<file path="src/rtl/ps2_key_decoder_pkg.sv">
// Shared PS/2 set-2 scan-code constants, decoder FSM state codes and byte classification helpers.
package ps2_key_decoder_pkg;

    localparam logic [7:0] PFX_E0    = 8'hE0;
    localparam logic [7:0] PFX_F0    = 8'hF0;
    localparam logic [7:0] PFX_E1    = 8'hE1;

    localparam logic [7:0] SC_LSHIFT = 8'h12;
    localparam logic [7:0] SC_RSHIFT = 8'h59;
    localparam logic [7:0] SC_CTRL   = 8'h14;
    localparam logic [7:0] SC_CAPS   = 8'h58;
    localparam logic [7:0] SC_ENTER  = 8'h5A;

    // Keyboard-to-host control bytes that never denote a key
    localparam logic [7:0] BYTE_ERR0     = 8'h00;
    localparam logic [7:0] BYTE_BAT_OK   = 8'hAA;
    localparam logic [7:0] BYTE_ECHO     = 8'hEE;
    localparam logic [7:0] BYTE_ACK      = 8'hFA;
    localparam logic [7:0] BYTE_BAT_FAIL = 8'hFC;
    localparam logic [7:0] BYTE_RESEND   = 8'hFE;
    localparam logic [7:0] BYTE_ERR1     = 8'hFF;

    typedef enum logic [2:0] {
        ST_IDLE    = 3'd0,
        ST_EXT     = 3'd1,
        ST_BRK     = 3'd2,
        ST_EXT_BRK = 3'd3,
        ST_SKIP    = 3'd4
    } state_t;

    function automatic logic is_ctrl_byte(input logic [7:0] b);
        return (b == BYTE_ERR0)   || (b == BYTE_BAT_OK)   || (b == BYTE_ECHO) ||
               (b == BYTE_ACK)    || (b == BYTE_BAT_FAIL) || (b == BYTE_RESEND) ||
               (b == BYTE_ERR1);
    endfunction

    function automatic logic is_prefix(input logic [7:0] b);
        return (b == PFX_E0) || (b == PFX_F0);
    endfunction

endpackage

</file>
<file path="src/rtl/ps2_scan_ascii.sv">
// Combinational set-2 scan-code to ASCII translation: 128-entry {lower, upper} ROM plus
// the shift / caps-lock / ctrl selection applied to it.
module ps2_scan_ascii
    import ps2_key_decoder_pkg::*;
(
    input  logic [7:0] code,
    input  logic       ext,
    input  logic       shift,
    input  logic       ctrl,
    input  logic       caps,
    output logic [7:0] ascii
);

    logic [15:0] rom_word;
    logic [7:0]  lower;
    logic [7:0]  upper;
    logic        is_letter;

    always_comb begin
        rom_word = 16'h0000;
        case (code[6:0])
            7'h1C: rom_word = {8'h61, 8'h41};
            7'h32: rom_word = {8'h62, 8'h42};
            7'h21: rom_word = {8'h63, 8'h43};
            7'h23: rom_word = {8'h64, 8'h44};
            7'h24: rom_word = {8'h65, 8'h45};
            7'h2B: rom_word = {8'h66, 8'h46};
            7'h34: rom_word = {8'h67, 8'h47};
            7'h33: rom_word = {8'h68, 8'h48};
            7'h43: rom_word = {8'h69, 8'h49};
            7'h3B: rom_word = {8'h6A, 8'h4A};
            7'h42: rom_word = {8'h6B, 8'h4B};
            7'h4B: rom_word = {8'h6C, 8'h4C};
            7'h3A: rom_word = {8'h6D, 8'h4D};
            7'h31: rom_word = {8'h6E, 8'h4E};
            7'h44: rom_word = {8'h6F, 8'h4F};
            7'h4D: rom_word = {8'h70, 8'h50};
            7'h15: rom_word = {8'h71, 8'h51};
            7'h2D: rom_word = {8'h72, 8'h52};
            7'h1B: rom_word = {8'h73, 8'h53};
            7'h2C: rom_word = {8'h74, 8'h54};
            7'h3C: rom_word = {8'h75, 8'h55};
            7'h2A: rom_word = {8'h76, 8'h56};
            7'h1D: rom_word = {8'h77, 8'h57};
            7'h22: rom_word = {8'h78, 8'h58};
            7'h35: rom_word = {8'h79, 8'h59};
            7'h1A: rom_word = {8'h7A, 8'h5A};
            7'h16: rom_word = {8'h31, 8'h21};
            7'h1E: rom_word = {8'h32, 8'h40};
            7'h26: rom_word = {8'h33, 8'h23};
            7'h25: rom_word = {8'h34, 8'h24};
            7'h2E: rom_word = {8'h35, 8'h25};
            7'h36: rom_word = {8'h36, 8'h5E};
            7'h3D: rom_word = {8'h37, 8'h26};
            7'h3E: rom_word = {8'h38, 8'h2A};
            7'h46: rom_word = {8'h39, 8'h28};
            7'h45: rom_word = {8'h30, 8'h29};
            7'h0E: rom_word = {8'h60, 8'h7E};
            7'h4E: rom_word = {8'h2D, 8'h5F};
            7'h55: rom_word = {8'h3D, 8'h2B};
            7'h54: rom_word = {8'h5B, 8'h7B};
            7'h5B: rom_word = {8'h5D, 8'h7D};
            7'h5D: rom_word = {8'h5C, 8'h7C};
            7'h4C: rom_word = {8'h3B, 8'h3A};
            7'h52: rom_word = {8'h27, 8'h22};
            7'h41: rom_word = {8'h2C, 8'h3C};
            7'h49: rom_word = {8'h2E, 8'h3E};
            7'h4A: rom_word = {8'h2F, 8'h3F};
            7'h29: rom_word = {8'h20, 8'h20};
            7'h5A: rom_word = {8'h0D, 8'h0D};
            7'h66: rom_word = {8'h08, 8'h08};
            7'h0D: rom_word = {8'h09, 8'h09};
            7'h76: rom_word = {8'h1B, 8'h1B};
            default: rom_word = 16'h0000;
        endcase
    end

    assign lower     = rom_word[15:8];
    assign upper     = rom_word[7:0];
    assign is_letter = (lower >= 8'h61) && (lower <= 8'h7A);

    // Letters honour caps lock and ctrl; everything else follows shift only
    always_comb begin
        ascii = 8'h00;
        if (ext) begin
            ascii = (code == SC_ENTER) ? 8'h0D : 8'h00;
        end else if (code[7]) begin
            ascii = 8'h00;
        end else if (is_letter) begin
            if (ctrl)
                ascii = lower - 8'h60;
            else
                ascii = (shift ^ caps) ? upper : lower;
        end else begin
            ascii = shift ? upper : lower;
        end
    end

endmodule

</file>
<file path="src/rtl/ps2_key_decoder.sv">
// Turns PS/2 set-2 scan-code bytes from the ps2_kbd FIFO into single key events with
// modifier tracking, presented to the CPU-side register through a valid/ack handshake.
module ps2_key_decoder
    import ps2_key_decoder_pkg::*;
#(
    parameter bit EMIT_BREAK = 1'b1,
    parameter int E1_SKIP    = 7
) (
    input  logic       clk,
    input  logic       rst,
    input  logic [7:0] kbd_data,
    input  logic       kbd_ready,
    output logic       kbd_read,
    output logic       key_valid,
    input  logic       key_ack,
    output logic [7:0] key_code,
    output logic       key_ext,
    output logic       key_break,
    output logic [7:0] key_ascii,
    output logic       mod_shift,
    output logic       mod_ctrl,
    output logic       caps_lock
);

    state_t     state, state_nxt;
    logic [7:0] skip_cnt, skip_cnt_nxt;
    logic       pop;

    logic       ev_done_p0, ev_ext_p0, ev_brk_p0;
    logic       fake_shift_p0, take_p0, emit_p0;
    logic       shift_p0, ctrl_p0;
    logic [7:0] ascii_p0;

    logic       lshift, rshift, lctrl, rctrl, caps_held;
    logic       lshift_nxt, rshift_nxt, lctrl_nxt, rctrl_nxt, caps_held_nxt, caps_lock_nxt;

    // A held, unacknowledged event blocks the FIFO; ack frees the slot in the same cycle
    assign pop      = kbd_ready & (~key_valid | key_ack);
    assign kbd_read = pop;

    always_ff @(posedge clk) begin
        if (rst) begin
            state    <= ST_IDLE;
            skip_cnt <= 8'd0;
        end else begin
            state    <= state_nxt;
            skip_cnt <= skip_cnt_nxt;
        end
    end

    always_comb begin
        state_nxt    = state;
        skip_cnt_nxt = skip_cnt;
        if (pop) begin
            case (state)
                ST_IDLE: begin
                    if (kbd_data == PFX_E0) begin
                        state_nxt = ST_EXT;
                    end else if (kbd_data == PFX_F0) begin
                        state_nxt = ST_BRK;
                    end else if (kbd_data == PFX_E1 && E1_SKIP > 0) begin
                        state_nxt    = ST_SKIP;
                        skip_cnt_nxt = 8'(E1_SKIP);
                    end
                end
                ST_EXT: begin
                    if (kbd_data == PFX_F0)
                        state_nxt = ST_EXT_BRK;
                    else if (kbd_data != PFX_E0)
                        state_nxt = ST_IDLE;
                end
                ST_BRK: begin
                    if (kbd_data == PFX_E0)
                        state_nxt = ST_EXT_BRK;
                    else if (kbd_data != PFX_F0)
                        state_nxt = ST_IDLE;
                end
                ST_EXT_BRK: state_nxt = ST_IDLE;
                ST_SKIP: begin
                    skip_cnt_nxt = skip_cnt - 8'd1;
                    if (skip_cnt <= 8'd1)
                        state_nxt = ST_IDLE;
                end
                default: state_nxt = ST_IDLE;
            endcase
        end
    end

    always_comb begin
        ev_done_p0 = 1'b0;
        ev_ext_p0  = 1'b0;
        ev_brk_p0  = 1'b0;
        if (pop) begin
            case (state)
                ST_IDLE: ev_done_p0 = !is_prefix(kbd_data) && (kbd_data != PFX_E1) &&
                                      !is_ctrl_byte(kbd_data);
                ST_EXT: begin
                    ev_done_p0 = !is_prefix(kbd_data);
                    ev_ext_p0  = 1'b1;
                end
                ST_BRK: begin
                    ev_done_p0 = !is_prefix(kbd_data);
                    ev_brk_p0  = 1'b1;
                end
                ST_EXT_BRK: begin
                    ev_done_p0 = 1'b1;
                    ev_ext_p0  = 1'b1;
                    ev_brk_p0  = 1'b1;
                end
                default: ev_done_p0 = 1'b0;
            endcase
        end
    end

    // E0 12 / E0 59 are the keyboard's synthetic shifts around extended keys
    assign fake_shift_p0 = ev_ext_p0 && (kbd_data == SC_LSHIFT || kbd_data == SC_RSHIFT);
    assign take_p0       = ev_done_p0 & ~fake_shift_p0;
    assign emit_p0       = take_p0 & (~ev_brk_p0 | EMIT_BREAK);

    always_comb begin
        lshift_nxt    = lshift;
        rshift_nxt    = rshift;
        lctrl_nxt     = lctrl;
        rctrl_nxt     = rctrl;
        caps_held_nxt = caps_held;
        caps_lock_nxt = caps_lock;
        if (take_p0 && !ev_ext_p0) begin
            case (kbd_data)
                SC_LSHIFT: lshift_nxt = !ev_brk_p0;
                SC_RSHIFT: rshift_nxt = !ev_brk_p0;
                SC_CTRL:   lctrl_nxt  = !ev_brk_p0;
                SC_CAPS: begin
                    if (!ev_brk_p0 && !caps_held)
                        caps_lock_nxt = !caps_lock;
                    caps_held_nxt = !ev_brk_p0;
                end
                default: ;
            endcase
        end
        if (take_p0 && ev_ext_p0 && kbd_data == SC_CTRL)
            rctrl_nxt = !ev_brk_p0;
    end

    // ASCII sees the modifier state that includes this very byte
    assign shift_p0 = lshift_nxt | rshift_nxt;
    assign ctrl_p0  = lctrl_nxt | rctrl_nxt;

    ps2_scan_ascii u_scan_ascii (
        .code  (kbd_data),
        .ext   (ev_ext_p0),
        .shift (shift_p0),
        .ctrl  (ctrl_p0),
        .caps  (caps_lock_nxt),
        .ascii (ascii_p0)
    );

    // p0 -> p1: event and modifier registers
    always_ff @(posedge clk) begin
        if (rst) begin
            key_valid <= 1'b0;
            key_code  <= 8'h00;
            key_ext   <= 1'b0;
            key_break <= 1'b0;
            key_ascii <= 8'h00;
            lshift    <= 1'b0;
            rshift    <= 1'b0;
            lctrl     <= 1'b0;
            rctrl     <= 1'b0;
            caps_held <= 1'b0;
            caps_lock <= 1'b0;
        end else begin
            lshift    <= lshift_nxt;
            rshift    <= rshift_nxt;
            lctrl     <= lctrl_nxt;
            rctrl     <= rctrl_nxt;
            caps_held <= caps_held_nxt;
            caps_lock <= caps_lock_nxt;
            if (emit_p0) begin
                key_valid <= 1'b1;
                key_code  <= kbd_data;
                key_ext   <= ev_ext_p0;
                key_break <= ev_brk_p0;
                key_ascii <= ascii_p0;
            end else if (key_ack) begin
                key_valid <= 1'b0;
            end
        end
    end

    assign mod_shift = lshift | rshift;
    assign mod_ctrl  = lctrl | rctrl;

endmodule

</file>
<file path="config.mk">
export PLATFORM = sky130hd
export DESIGN_NAME = ps2_key_decoder
export DESIGN_NICKNAME = d
export VERILOG_FILES = /design/src/rtl/ps2_key_decoder_pkg.sv /design/src/rtl/ps2_scan_ascii.sv /design/src/rtl/ps2_key_decoder.sv
export SDC_FILE = /design/constraint.sdc
export NUM_CORES = 1
export LEC_CHECK = 0
export ABC_AREA = 1
export CORE_MARGIN = 2
export CORE_UTILIZATION = 31
export DETAILED_ROUTE_END_ITERATION = 10
export SLEW_MARGIN = 10
export SYNTH_ARGS = -nofsm -noshare
export SYNTH_HDL_FRONTEND = slang
export SYNTH_HIERARCHICAL = 1
export SYNTH_SLANG_ARGS = --single-unit
export TNS_END_PERCENT = 30
</file>
<file path="constraint.sdc">
create_clock -name clk -period 4.5 [get_ports clk]
set_clock_uncertainty 0.05 [all_clocks]
set_input_delay 0.45 -clock clk [delete_from_list [all_inputs] [get_ports clk]]
set_output_delay 0.45 -clock clk [all_outputs]
set_load 0.05 [all_outputs]
</file>
Word-level counts from Yosys, hierarchy flattened

Memories as Yosys holds them, arrays and structs flattened.
Index checks and enable logic that the tools add are counted.

Bits in registers: 36
ROM bits: 1,792
Input port bits: 12
Output and inout port bits: 23
Word-level logic and storage cells: 127
Memories: 1

Memories:

| name            | depth | bits a word | read ports | clocked after Yosys merged registers in | write ports | line                 | RTL |
|---|---|---|---|---|---|---|---|
| (no name shown) | 128   | 14          | 1          | 0                                       | 0           | ps2_scan_ascii.sv:21 | `case (code[6:0])` |

Add/sub/neg operators: 2
Magnitude comparators: 3
Equal/unequal tests: 28
Mux-type cells: 38
Bitwise gates (word level): 10
Reductions and logical operators: 32

Operators with widths:

| cell                                                            | number |
|---|---|
| == test 8 bit (second input constant)                           | 9 |
| 2-to-1 mux 8 bit                                                | 9 |
| == test 8 x 7 -> 1 bit (second input constant)                  | 3 |
| 2-to-1 mux 3 bit                                                | 8 |
| != test 8 bit (second input constant)                           | 3 |
| 2-to-1 mux 1 bit                                                | 17 |
| == test 8 x 5 -> 1 bit (second input constant)                  | 2 |
| one-hot mux 8 bit (2 select lines)                              | 1 |
| one-hot mux 3 bit (4 select lines)                              | 1 |
| AND reduction 5 bit                                             | 2 |
| >= comparator 8 x 7 -> 1 bit (second input constant)            | 1 |
| less-or-equal comparator 8 x 1 -> 1 bit (second input constant) | 1 |
| less-or-equal comparator 8 x 7 -> 1 bit (second input constant) | 1 |
| logical AND 1 bit                                               | 8 |
| logical NOT 8 bit                                               | 1 |
| logical OR 1 bit                                                | 8 |
| != test 2 bit (second input constant)                           | 4 |
| subtractor 8 x 1 -> 8 bit (second input constant)               | 1 |
| subtractor 8 x 7 -> 8 bit (second input constant)               | 1 |
| == test 3 x 2 -> 1 bit (second input constant)                  | 2 |
| logical NOT 1 bit                                               | 6 |
| != test 3 bit (second input constant)                           | 2 |
| OR reduction 2 bit                                              | 3 |
| OR 1 bit                                                        | 5 |
| other kinds (11)                                                | 14 |

Depth between registers and ports, before layout

Word-level depth: 21
Mapped depth: 27
Mapped depth without buffers: 26

By module

Netlist, hierarchy kept.

By module, submodules not included:

| module          | instances | cells each | area an instance (µm²) | seq. area each (µm²) |
|---|---|---|---|---|
| ps2_key_decoder | 1         | 288        | 1,971.9                | 720.7 |
| ps2_scan_ascii  | 1         | 380        | 1,795.5                | 0.0 |

Least setup slack after synthesis

No wires, ideal clock.

Path kind: register to register
Start point: register key_valid
End point: register key_ascii[0]
Setup time: 117 ps
Data arrival time: 2,984 ps
Required time: 4,333 ps
Path slack: 1,349 ps
Cell stages (with the launch flop): 23
Path buffers: 1
Clock period less this slack: 3,151 ps
Cells stage by stage: dfxtp_1 > nand2_1 > nand2_1 > inv_2 > nand3_1 > inv_2 > o21ai_0 > nand2_1 > o21ai_1 > inv_1 > nand2_1 > clkbuf_1 > xnor2_1 > nor2_1 > inv_1 > nand2_1 > nand2_1 > inv_1 > nand3_1 > nand3_1 > nand2_1 > o21ai_1 > a21oi_1

Cells in the longest elaborated chain, start to end: 16
Elaborated cells on any way between the ends: 34
Those cells by class: 19 x mux; 8 x bitwise; 7 x reduce/logical

Ends and longest elaborated chain:

| element                | line                   | RTL |
|---|---|---|
| from (decl)            | ps2_key_decoder.sv:14  | `output logic key_valid,` |
| from (signal assigned) | ps2_key_decoder.sv:160 | `key_valid <= 1'b0;` |
| from (signal assigned) | ps2_key_decoder.sv:179 | `key_valid <= 1'b1;` |
| from (signal assigned) | ps2_key_decoder.sv:185 | `key_valid <= 1'b0;` |
| NOT 1 bit *            | ps2_key_decoder.sv:38  | `assign pop = kbd_ready & (~key_valid \| key_ack);` |
| OR 1 bit *             | ps2_key_decoder.sv:38  |  |
| AND 1 bit *            | ps2_key_decoder.sv:38  |  |
| net kbd_read           | ps2_key_decoder.sv:13  | `output logic kbd_read,` |
| 2-to-1 mux 1 bit       | ps2_key_decoder.sv:93  | `if (pop) begin` |
| logical AND 1 bit      | ps2_key_decoder.sv:116 | `assign fake_shift_p0 = ev_ext_p0 && (kbd_data == SC_LSHIFT \|\| kbd_data == SC_RSHIFT);` |
| NOT 1 bit              | ps2_key_decoder.sv:117 | `assign take_p0 = ev_done_p0 & ~fake_shift_p0;` |
| AND 1 bit              | ps2_key_decoder.sv:117 |  |
| [... 3 more ...]       | -                      |  |
| net shift_p0           | ps2_key_decoder.sv:31  | `logic shift_p0, ctrl_p0;` |
| bitwise XOR 1 bit      | ps2_scan_ascii.sv:93   | `ascii = (shift ^ caps) ? upper : lower;` |
| 2-to-1 mux 8 bit       | ps2_scan_ascii.sv:93   |  |
| 2-to-1 mux 8 bit       | ps2_scan_ascii.sv:90   | `if (ctrl)` |
| 2-to-1 mux 8 bit *     | ps2_scan_ascii.sv:89   | `end else if (is_letter) begin` |
| 2-to-1 mux 8 bit *     | ps2_scan_ascii.sv:87   | `end else if (code[7]) begin` |
| 2-to-1 mux 8 bit *     | ps2_scan_ascii.sv:85   | `if (ext) begin` |
| net ascii_p0[0]        | ps2_key_decoder.sv:32  | `logic [7:0] ascii_p0;` |
| to (signal assigned)   | ps2_key_decoder.sv:183 | `key_ascii <= ascii_p0;` |
| to (decl)              | ps2_key_decoder.sv:19  | `output logic [7:0] key_ascii,` |

The timed path passes the listed nets; every way through them passes the cells marked *.
A chain may end at the register's enable or synchronous reset.

Worst setup path in the final report

Start point: input kbd_data[5]
End point: register key_ascii[0]

Cells in the longest elaborated chain, start to end: 21
Elaborated cells on any way between the ends: 59
Those cells by class: 1 x add/sub; 2 x order compare; 14 x eq/ne; 18 x mux; 5 x bitwise; 18 x reduce/logical; 1 x memory

Ends and longest elaborated chain:

| element                                            | line                      | RTL |
|---|---|---|
| from (decl)                                        | ps2_key_decoder.sv:11     | `input logic [7:0] kbd_data,` |
| == test 8 bit or logical NOT 8 bit (tied branches) | ps2_key_decoder_pkg.sv:32 | `return (b == BYTE_ERR0) \|\| (b == BYTE_BAT_OK) \|\| (b == BYTE_ECHO) \|\|` |
| logical OR 1 bit (3 in series)                     | ps2_key_decoder_pkg.sv:32 |  |
| logical OR 1 bit (3 in series)                     | ps2_key_decoder_pkg.sv:33 | `(b == BYTE_ACK) \|\| (b == BYTE_BAT_FAIL) \|\| (b == BYTE_RESEND) \|\|` |
| logical NOT 1 bit                                  | ps2_key_decoder.sv:96     | `!is_ctrl_byte(kbd_data);` |
| logical AND 1 bit                                  | ps2_key_decoder.sv:95     | `ST_IDLE: ev_done_p0 = !is_prefix(kbd_data) && (kbd_data != PFX_E1) &&` |
| one-hot mux 1 bit (3 select lines)                 | ps2_key_decoder.sv:94     | `case (state)` |
| 2-to-1 mux 1 bit                                   | ps2_key_decoder.sv:93     |  |
| AND 1 bit                                          | ps2_key_decoder.sv:117    |  |
| [... 3 more ...]                                   | -                         |  |
| net shift_p0                                       | ps2_key_decoder.sv:31     |  |
| bitwise XOR 1 bit                                  | ps2_scan_ascii.sv:93      |  |
| 2-to-1 mux 8 bit                                   | ps2_scan_ascii.sv:93      |  |
| 2-to-1 mux 8 bit                                   | ps2_scan_ascii.sv:90      |  |
| 2-to-1 mux 8 bit *                                 | ps2_scan_ascii.sv:89      |  |
| 2-to-1 mux 8 bit *                                 | ps2_scan_ascii.sv:87      |  |
| 2-to-1 mux 8 bit *                                 | ps2_scan_ascii.sv:85      |  |
| net ascii_p0[0]                                    | ps2_key_decoder.sv:32     |  |

Marks and branches as above.

==> flow_metrics.tcl <==
set metrics [dict create \
    worst_pin_slew_ns 0.688 \
    path_clk_slew_ns 0.05 \
    drt-total-wl_um 11000 \
    slew_violations 0 \
    yosys.area.top_type_share_pct 20.6 \
    holdBufCountCts 0 \
    final_cells 842 \
    crit_buf_inv 6 \
    core-area_um2 12000 \
    p_leak_nw 2.04 \
    fillers 1344 \
    min_path_type "reg2reg" \
    pwr-share-comb_pct 55.9 \
    diodes 0 \
    io_pins 35 \
    synth_cells 668 \
    dieArea_um2 13100 \
    post-dp-hpwl_um 8560 \
    final.setup.tns_ns 0 \
    synth_edf_count 0 \
    track_usage_pct 17.2 \
    synthArstFlopShare_pct 0 \
    vias 4275 \
    synth_area_leaders "nand2_1 (21%), dfxtp_1 (19%), nand3_1 (8.2%)" \
    switching_share_pct 48.3 \
    setup.worst_path.start_class "primary input" \
    rsz0062_at_grt "false" \
    routed_via_density 5.08 \
    cts-htree-levels 2 \
    arrival_ns 3.89 \
    cp-end-kind "flop" \
    grt_max_degree 37 \
    stdcell_area_um2 4360 \
    post_cts_buffers 0 \
    die_h_um 114 \
    overflow 0 \
    cpLargestDelayFamily "simple AND/OR/NAND/NOR gates" \
    seqPwrFrac_pct 25.3 \
    synth-seq-area-share_pct 19.1 \
    ys_warn_count 6 \
    fp.dieW_um 114 \
    routedWlPerCell_um 13.0 \
    cp_max_fo 15 \
    cts_buffer_depth 2 \
    p_int_w 0.000972 \
    clock_sinks 36 \
    avgSynthCellArea_um2 5.64 \
    hold_path_depth 2 \
    drive_gt1_share_pct 9.50 \
    grt_pass1_vias 3842 \
    register_area_um2 721 \
    syn_nets 691 \
    antenna_found_initial 0 \
    max_freq_mhz 264 \
    required_ns 4.61 \
    root_buffer "clkbuf_16" \
    holdPathEnd "key_ascii[2]$_SDFFE_PP0P_" \
    pre_cts_slack_ns 0.434 \
    synthToLayoutAreaGrowth_pct 15.6 \
    clk_latency_ns 0.28 \
    r2r_start "state[0]$_SDFFE_PP0P_" \
    hold_viol_final 0 \
    fp-row-count 40 \
    final_nets 717 \
    port-buffer-count 34 \
    layout_setup_ws_ns 0.716 \
    hold_start "key_ascii[2]$_SDFFE_PP0P_" \
    grt_first_pass_wirelength_um 18400 \
    slowest_stage "clkdlybuf4s50_1" \
    placed_cells 834 \
    post-route-period-util_pct 84.1 \
    multiInputGateArea_um2 2560 \
    r2r_slack_ns 1.27 \
    cts_resized 0 \
    ys.flop_type "dfxtp_1" \
    first_pass_iters 5 \
    cts_buffers 5 \
    max_slew_margin_pct 54.1 \
    drt_iter0_drc 487 \
    globalplace.congestion 0.958 \
    p_per_area_nw_per_um2 431 \
    cts_tree "yes" \
    reg2reg_to "key_ascii[0]$_SDFFE_PP0P_" \
    post-route-drc-count 0 \
    synth.distinct_cells 45 \
    syn_area_um2 3770 \
    worst_path_largest_cell_delay_ns 0.57 \
    place_area_um2 4210 \
    power_frac_clock_pct 18.8 \
    ys_seq_elements 36 \
    worstRegToRegCells 24 \
    fin_crit_ns 3.78 \
    drtAntennaViolNets 0 \
    switchingPower_w 0.000908 \
    finalSetupViolCount 0 \
    cp_common_cell "nand2_1" \
    max-cap-violations 0 \
    worstSetupPathType "in2reg" \
    peakVddDrop_uv 238 \
    initial_core_util_pct 31.5 \
    status "finished clean" \
    synth_area_leader_cell "nand2_1" \
    setup.worst_path.start "kbd_data[5]" \
]
[synthesized netlist by cell type (all sizes together) (2+ instances only)]
cell type / instances
nand3: 68
o21ai: 55
a31oi: 6
nor3: 6
or2: 2
o22ai: 2
nor2: 69
nand4: 6
ha: 11
o211ai: 7
nand2: 224
inv: 85
a21oi: 51
dfxtp: 36
nor4: 2
buf: 16
clkinv: 3
clkbuf: 8
[per-stage QoR]
step / total power [W] / hold WS (ns) / utilization (%)
after global placement: 0.00153 / 0.386 / 35.2
after floorplan: 0.00129 / 0.389 / -
final: 0.00188 / 0.393 / 36.4
after detailed placement: 0.00153 / 0.389 / 35.2
after global routing: 0.00202 / 0.412 / 36.4
after CTS: 0.00189 / 0.398 / 36.4
[sequential cells by signal, indices dropped and copies added (netlist names)]
| register | count |
|---|---|
| rctrl | 1 |
| key_ext | 1 |
| key_valid | 1 |
| skip_cnt | 8 |
| lshift | 1 |
| state | 3 |
| key_break | 1 |
| caps_held | 1 |
| rshift | 1 |
| key_ascii | 8 |
| key_code | 8 |
| caps_lock | 1 |
| lctrl | 1 |
[how the worst max path moves through the flow]
stage          cells after the start                        end
2_1_floorplan                     22  key_ascii[0]$_SDFFE_PP0P_
3_3_place_gp                      26  key_ascii[0]$_SDFFE_PP0P_
3_5_place_dp                      26  key_ascii[0]$_SDFFE_PP0P_
4_1_cts                           26  key_ascii[0]$_SDFFE_PP0P_
5_1_grt                           26  key_ascii[0]$_SDFFE_PP0P_
6_report                          26  key_ascii[0]$_SDFFE_PP0P_
[cell families after synthesis]
family	Yosys count	share of synthesized area, %
AOI/OAI and AO/OA	127	18.3
xor gates and xnor gates	2	0.465
adders and majority gates	11	3.65
buffers and inverters	112	12.9
DFF	36	19.1
and+or+nand+nor	380	45.6
[power groups by stage]
stage | clock network (W) | logic, W | registers (W)
5_1_grt | 0.000376 | 0.00115 | 0.000492
4_1_cts | 0.000366 | 0.00105 | 0.000476
6_report | 0.000353 | 0.00105 | 0.000476
3_5_place_dp | 0 | 0.00104 | 0.000482
3_3_place_gp | 0 | 0.00105 | 0.000482
2_1_floorplan | 0 | 0.000605 | 0.000681
[tightest hold or removal path, cell delays in order, from the launching register on]
cell and delay (ns):
dfxtp_1 0.30, inv_1 0.05, a21oi_1 0.05
[placed cells by master (no fill, tap or decap), types with 8 or more instances in the layout]
master	instances
nor2_1	59
nand3_1	62
o21ai_1	19
inv_2	8
nand2_2	15
nand2_1	207
clkdlybuf4s50_1	34
ha_1	11
a21oi_1	49
o21ai_0	36
inv_1	77
buf_4	9
dfxtp_1	36
[cell type report]
class,count,area share (%)
Sequential cell,36,16.5
Multi-Input combinational cell,520,58.8
Clock inverter,1,0.172
Inverter,88,7.64
Timing Repair Buffer,43,9.36
Clock buffer,7,3.27
Tap cell,147,4.22
[routing by layer]
layer / global-route usage, % / part of all wire, % / vias to the layer above
li1: - / - / 2213
met1: 25.3 / 51 / 1877
met2: 24.6 / 40 / 154
met3: 3.49 / 6.2 / 31
met4: 6.34 / 3.1 / 0
met5: 0 / 0 / -
Power figures use the tool's default switching activity.
